==> src/rtl/finish_seq_pkg.sv <==
// Shared types and helpers for the end-of-test finish sequencer.
package finish_seq_pkg;

  typedef enum logic [2:0] {
    S_IDLE,
    S_RUN,
    S_DRAIN,
    S_FINISH,
    S_HOLD
  } state_e;

  // Widest client index supported (32 clients)
  localparam int IDX_MAX_W = 5;

  typedef struct packed {
    logic                 pass;
    logic                 fail;
    logic                 timeout;
    logic [IDX_MAX_W-1:0] idx;
  } verdict_t;

  function automatic int idx_w(input int n);
    return (n > 1) ? $clog2(n) : 1;
  endfunction

endpackage

==> src/rtl/finish_seq_client_tracker.sv <==
// Per-client bookkeeping: sticky done mask, any-fail flag and lowest-index
// first-fail capture. Only first-time dones (and their fail bits) count.
module finish_seq_client_tracker
  import finish_seq_pkg::*;
#(
  parameter int NUM_CLIENTS = 4,
  parameter int IW          = idx_w(NUM_CLIENTS)
) (
  input  logic                   clk,
  input  logic                   rst_n,
  input  logic                   clr_i,
  input  logic                   en_i,
  input  logic [NUM_CLIENTS-1:0] done_i,
  input  logic [NUM_CLIENTS-1:0] fail_i,
  output logic [NUM_CLIENTS-1:0] mask_o,
  output logic                   all_done_o,
  output logic                   new_fail_o,
  output logic                   fail_o,
  output logic [IW-1:0]          first_idx_o
);

  logic [NUM_CLIENTS-1:0] mask_q, mask_d, new_done, new_fail;
  logic                   fail_q, fail_d;
  logic [IW-1:0]          idx_q, idx_d, low_idx;

  always_comb begin
    new_done = en_i ? (done_i & ~mask_q) : '0;
    new_fail = new_done & fail_i;
    low_idx  = '0;
    for (int k = NUM_CLIENTS - 1; k >= 0; k--) begin
      if (new_fail[k]) low_idx = IW'(k);
    end
    mask_d = mask_q | new_done;
    fail_d = fail_q | (|new_fail);
    idx_d  = idx_q;
    if (!fail_q && (|new_fail)) idx_d = low_idx;
    if (clr_i) begin
      mask_d = '0;
      fail_d = 1'b0;
      idx_d  = '0;
    end
  end

  always_ff @(posedge clk or negedge rst_n) begin
    if (!rst_n) begin
      mask_q <= '0;
      fail_q <= 1'b0;
      idx_q  <= '0;
    end else begin
      mask_q <= mask_d;
      fail_q <= fail_d;
      idx_q  <= idx_d;
    end
  end

  assign mask_o      = mask_q;
  assign all_done_o  = &(mask_q | new_done);
  assign new_fail_o  = |new_fail;
  assign fail_o      = fail_q;
  assign first_idx_o = idx_q;

endmodule

==> src/rtl/finish_sequencer.sv <==
// End-of-test controller: collects client done/fail reports, runs a watchdog,
// drains after the last done and emits a single finish pulse with a verdict.
module finish_sequencer
  import finish_seq_pkg::*;
#(
  parameter int NUM_CLIENTS   = 4,
  parameter int TIMEOUT       = 1000,
  parameter int DRAIN_CYCLES  = 2,
  parameter int CNT_W         = 16,
  parameter int ABORT_ON_FAIL = 0
) (
  input  logic                               clk,
  input  logic                               rst_n,
  input  logic                               start_i,
  input  logic [NUM_CLIENTS-1:0]             done_i,
  input  logic [NUM_CLIENTS-1:0]             fail_i,
  output logic                               finish_o,
  output logic                               busy_o,
  output logic                               pass_o,
  output logic                               fail_o,
  output logic                               timeout_o,
  output logic [idx_w(NUM_CLIENTS)-1:0]      first_fail_idx_o,
  output logic [NUM_CLIENTS-1:0]             done_mask_o,
  output logic [CNT_W-1:0]                   cycle_cnt_o
);

  localparam int IW = idx_w(NUM_CLIENTS);
  localparam int DW = (DRAIN_CYCLES > 1) ? $clog2(DRAIN_CYCLES) : 1;
  localparam logic [DW-1:0]    DRAIN_LOAD = DW'((DRAIN_CYCLES > 0) ? DRAIN_CYCLES - 1 : 0);
  localparam logic [CNT_W-1:0] TO_LAST    = CNT_W'(TIMEOUT - 1);

  state_e           state_q, state_d;
  logic [CNT_W-1:0] cnt_q, cnt_d;
  logic [DW-1:0]    drain_q, drain_d;
  logic             to_q, to_d;
  logic             clr, en, all_done, new_fail, any_fail;
  logic [IW-1:0]    first_idx;
  verdict_t         verdict;

  finish_seq_client_tracker #(
    .NUM_CLIENTS(NUM_CLIENTS),
    .IW         (IW)
  ) u_tracker (
    .clk        (clk),
    .rst_n      (rst_n),
    .clr_i      (clr),
    .en_i       (en),
    .done_i     (done_i),
    .fail_i     (fail_i),
    .mask_o     (done_mask_o),
    .all_done_o (all_done),
    .new_fail_o (new_fail),
    .fail_o     (any_fail),
    .first_idx_o(first_idx)
  );

  always_comb begin
    state_d = state_q;
    cnt_d   = cnt_q;
    drain_d = drain_q;
    to_d    = to_q;
    clr     = 1'b0;
    en      = 1'b0;
    case (state_q)
      S_IDLE, S_HOLD: begin
        if (start_i) begin
          state_d = S_RUN;
          clr     = 1'b1;
          cnt_d   = '0;
          to_d    = 1'b0;
        end
      end
      S_RUN: begin
        en = 1'b1;
        if ((ABORT_ON_FAIL != 0) && new_fail) begin
          state_d = S_FINISH;
        end else if (all_done) begin
          state_d = (DRAIN_CYCLES == 0) ? S_FINISH : S_DRAIN;
          drain_d = DRAIN_LOAD;
        end else if (cnt_q == TO_LAST) begin
          state_d = S_FINISH;
          to_d    = 1'b1;
        end else if (cnt_q != '1) begin
          // Counter only advances while staying in RUN, so it reads the last RUN cycle index
          cnt_d = cnt_q + CNT_W'(1);
        end
      end
      S_DRAIN: begin
        en = 1'b1;
        if (drain_q == '0) state_d = S_FINISH;
        else               drain_d = drain_q - DW'(1);
      end
      S_FINISH: state_d = S_HOLD;
      default:  state_d = S_IDLE;
    endcase
  end

  always_ff @(posedge clk or negedge rst_n) begin
    if (!rst_n) begin
      state_q <= S_IDLE;
      cnt_q   <= '0;
      drain_q <= '0;
      to_q    <= 1'b0;
    end else begin
      state_q <= state_d;
      cnt_q   <= cnt_d;
      drain_q <= drain_d;
      to_q    <= to_d;
    end
  end

  always_comb begin
    verdict.pass    = ((state_q == S_FINISH) || (state_q == S_HOLD)) && !any_fail && !to_q;
    verdict.fail    = any_fail;
    verdict.timeout = to_q;
    verdict.idx     = IDX_MAX_W'(first_idx);
  end

  generate
    if (IW < IDX_MAX_W) begin : g_idx_pad
      logic unused_idx_hi;
      assign unused_idx_hi = ^verdict.idx[IDX_MAX_W-1:IW];
    end
  endgenerate

  assign finish_o         = (state_q == S_FINISH);
  assign busy_o           = (state_q == S_RUN) || (state_q == S_DRAIN);
  assign pass_o           = verdict.pass;
  assign fail_o           = verdict.fail;
  assign timeout_o        = verdict.timeout;
  assign first_fail_idx_o = verdict.idx[IW-1:0];
  assign cycle_cnt_o      = cnt_q;

endmodule

==> config.mk <==
export PLATFORM = sky130hd
export DESIGN_NAME = finish_sequencer
export DESIGN_NICKNAME = d
export VERILOG_FILES = /design/src/rtl/finish_seq_pkg.sv /design/src/rtl/finish_seq_client_tracker.sv /design/src/rtl/finish_sequencer.sv
export SDC_FILE = /design/constraint.sdc
export NUM_CORES = 1
export LEC_CHECK = 0
export ABC_AREA = 1
export ABC_CLOCK_PERIOD_IN_PS = 5770
export BUFFER_PORTS_ARGS = -buffer_cell sky130_fd_sc_hd__buf_2
export CAP_MARGIN = 10
export CORE_MARGIN = 1.5
export CORE_UTILIZATION = 60
export DETAILED_ROUTE_END_ITERATION = 16
export PLACE_DENSITY = 0.95
export SLEW_MARGIN = 20
export SYNTH_ARGS = -nofsm -noshare
export SYNTH_HDL_FRONTEND = slang
export SYNTH_HIERARCHICAL = 1
export SYNTH_SLANG_ARGS = --single-unit
==> constraint.sdc <==
create_clock -name clk -period 5.77 [get_ports clk]
set_input_delay 1.4425 -clock clk [delete_from_list [all_inputs] [get_ports clk]]
set_output_delay 1.4425 -clock clk [all_outputs]
set_load 0.03 [all_outputs]
; ---- Word-level counts from Yosys, hierarchy flattened
; Index checks and enable logic that the tools add are counted.
[word_totals]
register_bits = 28
input_bits = 11
word_cells = 76
[classes]
add_sub_neg = 2
n_eq_ne = 14
mux = 29
bitwise_logic = 5
n_reduce_logical = 19
[ops]
columns = operator, count
row1 = $mux W16, 4
row2 = $pmux W16 S2, 1
row3 = $add A16 B1 Y16 const B, 1
row4 = $eq A16 B10 Y1 const B, 1
row5 = $ne A16 B16 Y1 const B, 1
row6 = $ne A2 B2 Y1 const B, 7
row7 = $mux W2, 6
row8 = $mux W3, 4
row9 = $pmux W3 S4, 1
row10 = $mux W1, 9
row11 = $and A4 B4 Y4, 2
row12 = $mux W4, 2
row13 = $reduce_and A4 Y1, 2
row14 = $eq A3 B2 Y1 const B, 2
row15 = $reduce_bool A2 Y1, 3
row16 = $reduce_and A5 Y1, 1
row17 = $not A4 Y4, 1
row18 = $or A4 B4 Y4, 1
row19 = $pmux W1 S2, 2
row20 = $reduce_or A2 Y1, 2
row21 = $reduce_or A4 Y1, 1
row22 = $eq A3 B1 Y1 const B, 1
row23 = $eq A3 B3 Y1 const B, 1
row24 = $logic_and A1 B1 Y1, 3
row25 = 8 further kinds, 10

; ---- Longest topological paths before layout
; Gate-level depths: netlist of run 1.
[logic_depth]
ltp_word = 11
mapped_depth = 14

; ---- Hierarchy
; Netlist of run 1, hierarchy kept.
[modules_own_cells]
columns = module, n_inst, cells_each, area_each_um2, seq_area_each_um2
row1 = finish_sequencer, 1, 223, 1596.5, 525.5
row2 = finish_seq_client_tracker, 1, 56, 454.2, 175.2

; ---- Worst setup path after synthesis of run 1
; OpenSTA, ideal clock, no wires.
[synth_timing]
path_kind = register to output
startpoint = reg state_q[0]
endpoint = out pass_o
arrival_time_ns = 2.002
required_ns = 4.328
setup_slack_ns = 2.326
path_stages_with_launch = 5
path_buffers = 0
cell_sequence = dfrtp_1 > inv_2 > nor3_1 > nor2_1 > nor3_1
[synth_between]
elab_chain_len = 4
[synth_lines]
columns = element, line
row1 = "start, declared", finish_sequencer.sv:32  ; state_e state_q, state_d;
row2 = "start signal, assigned", finish_sequencer.sv:105  ; state_q <= state_d;
row3 = $eq A3 B2 Y1, n/a
row4 = via finish_o, finish_sequencer.sv:17  ; output logic finish_o,
row5 = $logic_or A1 B1 Y1, finish_sequencer.sv:113  ; verdict.pass = ((state_q == S_FINISH) || (state_q == S_HOLD)) && !any_fail && !to_q;
row6 = $logic_and A1 B1 Y1 (2 in a row), finish_sequencer.sv:113
row7 = "end, declared", finish_sequencer.sv:19  ; output logic pass_o,
; The timed path passes the listed nets, and every way through them passes these cells.

; ---- Worst setup path in the final report of run 1
[layout_timing]
startpoint = reg state_q[1]
endpoint = out busy_o
[layout_between]
elab_chain_len = 2
[layout_lines]
columns = element, line
row1 = $eq A3 B1 Y1 or $eq A3 B2 Y1 (tied branches), finish_sequencer.sv:127  ; assign busy_o = (state_q == S_RUN) || (state_q == S_DRAIN);
row2 = $logic_or A1 B1 Y1 (*), finish_sequencer.sv:127
row3 = "end, declared", finish_sequencer.sv:18  ; output logic busy_o,
; Every way passes the cells marked *; elsewhere a longest branch is shown, timed or not.

==> results of run 1 <==
-- through the flow --
step                      instances  hold WS (ns)  setup WS, ns  power [mW]
final                           361         0.513          2.59       0.870
after CTS                       361         0.520          2.56       0.879
after global placement          357         0.482          2.97       0.764
after global routing            361         0.573          2.47       0.947
after floorplan                 279         0.466          2.33       0.696
after detailed placement        357         0.483          2.86       0.782
-- synth_stat cells, drive strengths merged --
library cell and instances:
nand2 89, nor2 64, inv 30, dfrtp 28, nand3 27, nand4 9
a21oi 8, buf 5, xor2 5, nor3 4, o21ai 2, o21bai 2
a31o 1, clkinv 1, ha 1, nor3b 1, nor4 1, xnor2 1
-- logic make-up (layout without fill, tap and decap cells) --
| logic type | Yosys count | in the layout | share of synthesized area (%) |
|---|---|---|---|
| buffers and inverters | 36 | 72 | 8.24 |
| and+or+nand+nor | 195 | 195 | 50.8 |
| DFF | 28 | 28 | 34.2 |
| adders and majority gates | 1 | 1 | 0.610 |
| AOI/OAI and AO/OA | 13 | 13 | 3.60 |
| xor gates and xnor gates | 6 | 6 | 2.56 |
-- state kept, by name (all words and copies together), names as in the netlist --
signal,count
u_tracker/first_idx_o,2
state_q,3
timeout_o,1
u_tracker/fail_o,1
u_tracker/mask_o,4
drain_q,1
cycle_cnt_o,16
-- per-layer routing --
metal	wire, um	GRT usage [%]
met1	1900	30.8
met2	2230	47.7
met3	199	2.31
met4	51	8.21
met5	0	0
-- power by group --
group,internal (mW),switching [mW],leakage (nW),total (mW)
registers,0.242,0.0398,0.371,0.282
logic,0.134,0.360,0.758,0.494
clock network,0.0386,0.0562,0.0210,0.0949
-- tightest hold or removal path, cell delays in order (launching register included) --
cell and delay [ns]:
dfrtp_1 0.36, nand3_1 0.07, nand2_1 0.05
-- final cells by class --
type	instances	area [um^2]
inverters	31	118
fillers	279	1030
repair buffers	37	185
clock buffers	4	36.3
flip-flops and latches	28	701
multi-input cells	215	1180
well taps	46	57.6
-- final timing paths --
kind                                           from                  endpoint  depth (start not counted)  slack [ns]
setup / recovery                         state_q[1]                    busy_o                          4        2.59
hold / removal             u_tracker/first_idx_o[1]  u_tracker/first_idx_o[1]                          2        0.51
setup reg to reg                         state_q[1]            cycle_cnt_o[2]                         12        3.26
hold reg to reg            u_tracker/first_idx_o[1]  u_tracker/first_idx_o[1]                          2        0.51
max in group asynchronous                     rst_n            cycle_cnt_o[0]                          1        4.28
min in group asynchronous                     rst_n                state_q[2]                          1        1.10
==> key figures, run 1 <==
Critical path
  • Worst path arrival time: 1.74 ns
  • Dominant delay contributor by cell family on the critical path: simple AND/OR/NAND/NOR gates
  • Crit path max-delay cell type: nand2_1
  • CP Max Fanout: 13
  • Slowest stage delay, CP: 0.45 ns
  • Worst setup path class: register to output pin
  • CP cell instances: inv_2 -> nand3_4 -> nand2_1 -> buf_2
  • Crit end category: output pin
  • CP required: 4.33 ns
  • Critical Path Source Type: register
  • WP buf/inv: 2

Synth
  • Largest cells by area after synthesis: dfrtp_1 34%, nand2_1 14%, nor2_1 8.8%
  • Cell variety after synth: 28
  • Post-Syn Nets: 291
  • Mapped Avg Cell Area: 7.35 um^2
  • Register bit total from synthesis: 28
  • Mapped Area: 0.00205 mm^2
  • Cell taking the most area after synthesis: dfrtp_1
  • Sequential area share after synthesis: 34.2%
  • Yosys warns: 6
  • Share of the synthesized area in the top cell type: 34.2%
  • Post-Syn Instances: 279

Cells and area
  • Layout cells sized above 1: 28.9%
  • Most frequent cells in the layout: 74 x nand2_1, 48 x nor2_1, 37 x buf_2
  • Nets: 328
  • Most common cell after layout, fill and taps aside: nand2_1
  • Antenna diode count: 0
  • Area delta synth->final: 11.1%
  • Core Util, Final: 68.8%
  • Final instance area: 0.00228 mm^2

Route
  • Initial DRC Count: 126
  • Via Count: 1878
  • Vias/cell: 5.20
  • Pre-antenna DRT Iters: 4
  • Final wirelength: 4380 um
  • Residual DRC: 0
  • DR WL/cell: 12.1 um
  • Post-route ant nets: 0

STA
  • Final Hold Fails: 0
  • Highest Clock Rate: 314 MHz
  • Final period utilization: 55.1%
  • Least-Margin Pin Slew: 0.609 ns
  • Tmin final: 3.18 ns
  • Final setup fails: 0
  • Max-slew violations: 0
  • Setup TNS: 0 ns
  • Worst clock skew: 0.00162 ns
  • RSZ-0062 raised after global routing: no
  • Slew headroom: 59.4%

Place
  • IO buf count: 37
  • Post-DP Area: 0.00224 mm^2
  • Placer Congestion: 0.882
  • Post-DP HPWL: 3370 um

Min path
  • Hold Crit Class: register to register

Die
  • Die area: 0.00378 mm^2
  • Die X: 61.5 um
  • Row count: 21
  • Core area: 0.00331 mm^2
  • Die Height: 61.5 um
  • Starting Density: 61.9%
  • # IOs: 38

Clock network
  • Hold_buf cts: 0
  • Post-CTS Repair Setup Buffers: 0
  • CTS tree: yes
  • Clock root buffer: clkbuf_4
  • Clock-pin slew on the worst setup and hold paths: 0.14 ns
  • CTS buffer count: 3
  • H-tree lvl count: 1
  • Post_cts resized: 0
  • Clock buffer depth: 2
  • Clock latency on the worst-skew pair: 0.32 ns
  • # clock sinks: 28

Power
  • P per Cell Area: 382 mW/mm^2
  • P_leak: 1.15 nW
  • Worst vdd ir: 0.141 mV

Global routing
  • First-pass GRT wire length: 7400 um
  • Vias in the first global route: 1787
  • Initial antenna violation count: 0
  • Pin count of the biggest net entering global routing: 29
  • GRT overflow: 0
  • Tot GR Track Use: 25.5%

Flow run
  • Max-capacitance violation count: 0

Outcome
  • Status: completed
(Power assumes the default switching activity.)
==> run 2: changes to the inputs <==
Settings changed: ABC_AREA 1 to 0, ABC_CLOCK_PERIOD_IN_PS 5770 to 2930, CORE_UTILIZATION 60 to 53, PLACE_DENSITY 0.95 to 0.9.
Clock period 5.77 ns to 2.93 ns, I/O delays scaled along.
==> run 2 against run 1 <==
Effect of this change:
- first-iteration DRC count fell by 36%
- largest power group unchanged
- combinational power rose by 94%
- via count down 18%
- total power increased by 110%
- clock-buffer cell count shrank 1
- sequential power grew 120%
- final area fell by 17%
- critical path type is now register to register
- critical path depth increased by 6
- register-to-register slack got worse by 2.9 ns
- non-clock buffer count increased by 3
- utilization down 2.6 points
==> key figures, run 2 <==
Route
  • Residual DRC: 0
  • Vias/cell: 6.37
  • Via Count: 1541
  • Final wirelength: 3700 um
  • Post-route ant nets: 0
  • Pre-antenna DRT Iters: 4
  • DR WL/cell: 15.3 um
  • Initial DRC Count: 81

Outcome
  • Status: completed

STA
  • RSZ-0062 raised after global routing: no
  • Worst hold margin: 0.378 ns
  • Final setup fails: 0
  • Highest Clock Rate: 390 MHz
  • Slew headroom: 59.3%
  • Tmin final: 2.56 ns
  • Max-slew violations: 0
  • Least-Margin Pin Slew: 0.610 ns
  • Setup TNS: 0 ns
  • Final Hold Fails: 0
  • Worst clock skew: 0.0138 ns
  • Final period utilization: 87.5%
  • Final worst slack: 0.366 ns

Flow run
  • Max-capacitance violation count: 0

Cells and area
  • Largest register FFs: 16
  • Nets: 224
  • Core Util, Final: 66.2%
  • Multi-input logic area: 860 um^2
  • Antenna diode count: 0
  • Fillers: 240
  • Most common cell after layout, fill and taps aside: buf_2
  • Register area: 703 um^2
  • Most frequent cells in the layout: 37 x buf_2, 26 x dfrtp_1, 18 x nand2_1
  • Layout cells sized above 1: 29.9%
  • Area delta synth->final: 15.3%

Global routing
  • Initial antenna violation count: 0
  • GRT overflow: 0
  • Tot GR Track Use: 23.6%
  • Vias in the first global route: 1419
  • Pin count of the biggest net entering global routing: 29
  • First-pass GRT wire length: 6360 um

Power
  • P per Cell Area: 976 mW/mm^2
  • Worst vdd ir: 0.596 mV
  • Design Power: 1.84 mW
  • P_leak: 0.863 nW

Clock network
  • CTS buffer count: 3
  • CTS tree: yes
  • Clock-pin slew on the worst setup and hold paths: 0.16 ns
  • Clock buffer depth: 2
  • Clock latency on the worst-skew pair: 0.34 ns
  • H-tree lvl count: 1
  • Clock root buffer: clkbuf_4
  • # clock sinks: 28

Critical path
  • Worst setup path class: register to register
  • Dominant delay contributor by cell family on the critical path: compound AO/OA/AOI/OAI gates
  • WP buf/inv: 2
  • Worst path arrival time: 2.83 ns
  • R2R setup slack: 0.37 ns
  • Cells on worst reg2reg path: 10
  • Crit end category: register
  • Crit path max-delay cell type: or4_1
  • Slowest stage delay, CP: 0.50 ns
  • CP required: 3.20 ns
  • CP cell instances: inv_1 -> nand2_1 -> a21oi_2 -> a21oi_1 -> nor4_1 -> buf_4 -> a311oi_2 -> o221ai_4 -> or4_1 -> o21ai_1
  • Critical Path Source Type: register
  • Critical register-to-register path endpoint: cycle_cnt_o[13]
  • RR Startpoint: state_q[1]
  • CP Max Fanout: 10

Die
  • Core area: 0.00285 mm^2
  • # IOs: 38
  • Die X: 58.6 um
  • Starting Density: 57.4%
  • Row count: 19
  • Die area: 0.00343 mm^2
  • Die Height: 58.6 um

Place
  • IO buf count: 37
  • Placer Congestion: 0.861
  • Post-DP HPWL: 2770 um
  • Setup Slack @ Placement: 0.238 ns

Synth
  • Post-Syn Nets: 185
  • Mapped Area: 0.00164 mm^2
  • Yosys warns: 6
  • Post-Syn Instances: 173
  • Mapped Avg Cell Area: 9.47 um^2

Min path
  • Hold Crit Class: input pin to asynchronous set/reset pin
==> run 2: area by class of cell <==
type                            count  area share (%)
Timing Repair Buffer               40            11.0
Inverter                            7            1.39
Clock buffer                        3            1.19
Sequential cell                    28            37.2
Tap cell                           31            2.05
Multi-Input combinational cell    132            45.5
Clock inverter                      1            1.59
==> run 2: how the worst max path moves through the flow <==
stage,from,end,cells past startpoint
6_report,state_q[1],cycle_cnt_o[13],10
5_1_grt,state_q[1],cycle_cnt_o[13],10
4_1_cts,state_q[1],cycle_cnt_o[13],10
3_5_place_dp,state_q[1],cycle_cnt_o[13],10
3_3_place_gp,state_q[1],cycle_cnt_o[3],11
2_1_floorplan,state_q[0],cycle_cnt_o[0],11
==> run 2: repair_timing <==
| item | CTS | global route |
|---|---|---|
| hold buffers | 0 | 0 |
| setup endpoints to repair | 0 | 5 |
| setup buffers | 0 | 0 |
| resized for setup | 0 | 3 |
==> run 2: metal layers <==
layer | up-vias | GRT usage, % | part of all wire, %
li1 | 744 | - | -
met1 | 735 | 33.6 | 46
met2 | 56 | 38.0 | 47
met3 | 6 | 1.98 | 5.4
met4 | 0 | 8.44 | 1.5
met5 | - | 0 | 0
==> run 2: through the flow <==
step,cell area [um^2],cells
finish,1890,242
global route,1890,242
detailed placement,1830,238
floorplan,1640,173
global placement,1830,238
CTS,1880,242
==> run 2: where the power goes <==
group / internal, mW / total (mW) / switching [mW]
combinational: 0.335 / 0.958 / 0.623
clock: 0.139 / 0.256 / 0.118
sequential: 0.488 / 0.628 / 0.140
total: 0.962 / 1.84 / 0.880
==> run 3: changes to the inputs <==
Settings changed: CELL_PAD_IN_SITES_DETAIL_PLACEMENT from default to 0, CELL_PAD_IN_SITES_GLOBAL_PLACEMENT from default to 2, CORE_UTILIZATION 53 to 32, PLACE_DENSITY 0.9 to 0.89.
==> run 3 against run 2 <==
Effect of this change:
- combinational power grew 4%
- final area increased by 3.2%
- cell count increased by 16%
- maximum frequency decreased by 3.5%
- first-iteration DRC count increased by 11%
- worst hold slack improved by 0.083 ns
- critical path type unchanged
- largest cell class unchanged
- largest power group unchanged
==> key figures, run 3 (synthesis results as in run 2) <==
STA
  • Final period utilization: 90.7%
  • Worst clock skew: 0.00358 ns
  • Slew headroom: 57.8%
  • Tmin final: 2.66 ns
  • Setup TNS: 0 ns
  • RSZ-0062 raised after global routing: no
  • Highest Clock Rate: 376 MHz
  • Max-slew violations: 0
  • Final Hold Fails: 0
  • Least-Margin Pin Slew: 0.634 ns
  • Final setup fails: 0

Power
  • P per Cell Area: 956 mW/mm^2
  • Worst vdd ir: 0.377 mV
  • P_leak: 0.876 nW

Critical path
  • Crit end category: register
  • Critical Path Source Type: register
  • CP Max Fanout: 10
  • CP required: 3.14 ns
  • Worst path arrival time: 2.87 ns
  • Worst setup path class: register to register
  • R2R setup slack: 0.27 ns

Global routing
  • Pin count of the biggest net entering global routing: 29
  • First-pass GRT wire length: 6670 um
  • GRT overflow: 0
  • Initial antenna violation count: 0
  • Tot GR Track Use: 15.3%
  • Vias in the first global route: 1397

Cells and area
  • Core Util, Final: 40.4%
  • Nets: 226
  • Layout cells sized above 1: 29.6%
  • Area delta synth->final: 18.9%
  • Antenna diode count: 0
  • Most frequent cells in the layout: 37 x buf_2, 28 x dfrtp_1, 18 x nand2_1
  • Most common cell after layout, fill and taps aside: buf_2
  • Largest register FFs: 16

Die
  • Row count: 25
  • Die area: 0.00556 mm^2
  • # IOs: 38
  • Die X: 74.5 um
  • Die Height: 74.5 um
  • Core area: 0.00482 mm^2
  • Starting Density: 34.0%

Place
  • Placer Congestion: 0.801
  • Post-DP HPWL: 2980 um
  • IO buf count: 37

Outcome
  • Status: completed

Min path
  • Hold Crit Class: input pin to asynchronous set/reset pin

Route
  • Via Count: 1521
  • Pre-antenna DRT Iters: 4
  • Post-route ant nets: 0
  • Final wirelength: 4060 um
  • DR WL/cell: 14.5 um
  • Residual DRC: 0
  • Initial DRC Count: 90
  • Vias/cell: 5.43

Clock network
  • Post-CTS Repair Setup Buffers: 0
  • Hold_buf cts: 0
  • Clock-pin slew on the worst setup and hold paths: 0.10 ns
  • Clock root buffer: clkbuf_8
  • CTS tree: yes
  • # clock sinks: 28
  • Clock latency on the worst-skew pair: 0.28 ns
  • H-tree lvl count: 1
  • Clock buffer depth: 2
  • CTS buffer count: 3

Flow run
  • Max-capacitance violation count: 0
-- run 3: cell types whose count changed in the layout (fill, tap and decap cells not counted), sizes merged --
cell	before	now
buf	40	42
bufinv	1	0
clkbuf	3	4
-- run 3: final timing paths --
path                                     startpoint                       end  cells after the start
setup / recovery                         state_q[1]           cycle_cnt_o[13]                     10
hold reg to reg            u_tracker/first_idx_o[1]  u_tracker/first_idx_o[1]                      2
min in group clk           u_tracker/first_idx_o[1]  u_tracker/first_idx_o[1]                      2
hold / removal                                rst_n            cycle_cnt_o[5]                      1
max in group asynchronous                     rst_n           cycle_cnt_o[15]                      1
setup reg to reg                         state_q[1]           cycle_cnt_o[13]                     10
-- run 3: area by class of cell --
type | instances | area, um^2
Fill cell | 505 | 2870
Clock buffer | 4 | 55.1
Tap cell | 67 | 83.8
Multi-Input combinational cell | 132 | 860
Inverter | 7 | 26.3
Sequential cell | 28 | 701
Timing Repair Buffer | 42 | 223
-- run 3: critical path: stages (launching register included) --
cell and delay [ns]:
dfrtp_1 0.49, inv_1 0.15, nand2_1 0.12, a21oi_2 0.12
a21oi_1 0.23, nor4_1 0.08, buf_4 0.15, a311oi_2 0.40
o221ai_4 0.25, or4_1 0.51, o21ai_1 0.08
-- run 3: metrics by stage --
step | std cells | total power [mW] | cell area (um^2) | hold slack (ns) | setup slack [ns]
2_1_floorplan | 173 | 1.37 | 1640 | 0.437 | 0.0458
3_3_place_gp | 276 | 1.63 | 1890 | 0.513 | 0.288
3_5_place_dp | 276 | 1.62 | 1890 | 0.515 | 0.228
4_1_cts | 280 | 1.87 | 1940 | 0.490 | 0.204
5_1_grt | 280 | 2.01 | 1950 | 0.506 | 0.0790
6_report | 280 | 1.86 | 1950 | 0.461 | 0.274
-- run 3: where the power goes --
part	switching (mW)	internal (mW)
Sequential	0.129	0.487
Combinational	0.648	0.354
Clock	0.124	0.121
Total	0.901	0.962
-- run 3: repair_timing --
item                                   CTS  global route
setup endpoints to repair                0            11
resized for setup                        0             1
endpoints found under the hold margin    0             0
-- run 3: per-layer routing --
| metal | routed length, um | track usage (%) | share of wire, % | vias up |
|---|---|---|---|---|
| met1 | 2010 | 22.0 | 50 | 739 |
| met5 | 0 | 0 | 0 | - |
| met4 | 31 | 4.24 | 0.76 | 0 |
| met3 | 116 | 2.03 | 2.9 | 4 |
| li1 | - | - | - | 741 |
| met2 | 1900 | 24.3 | 47 | 37 |
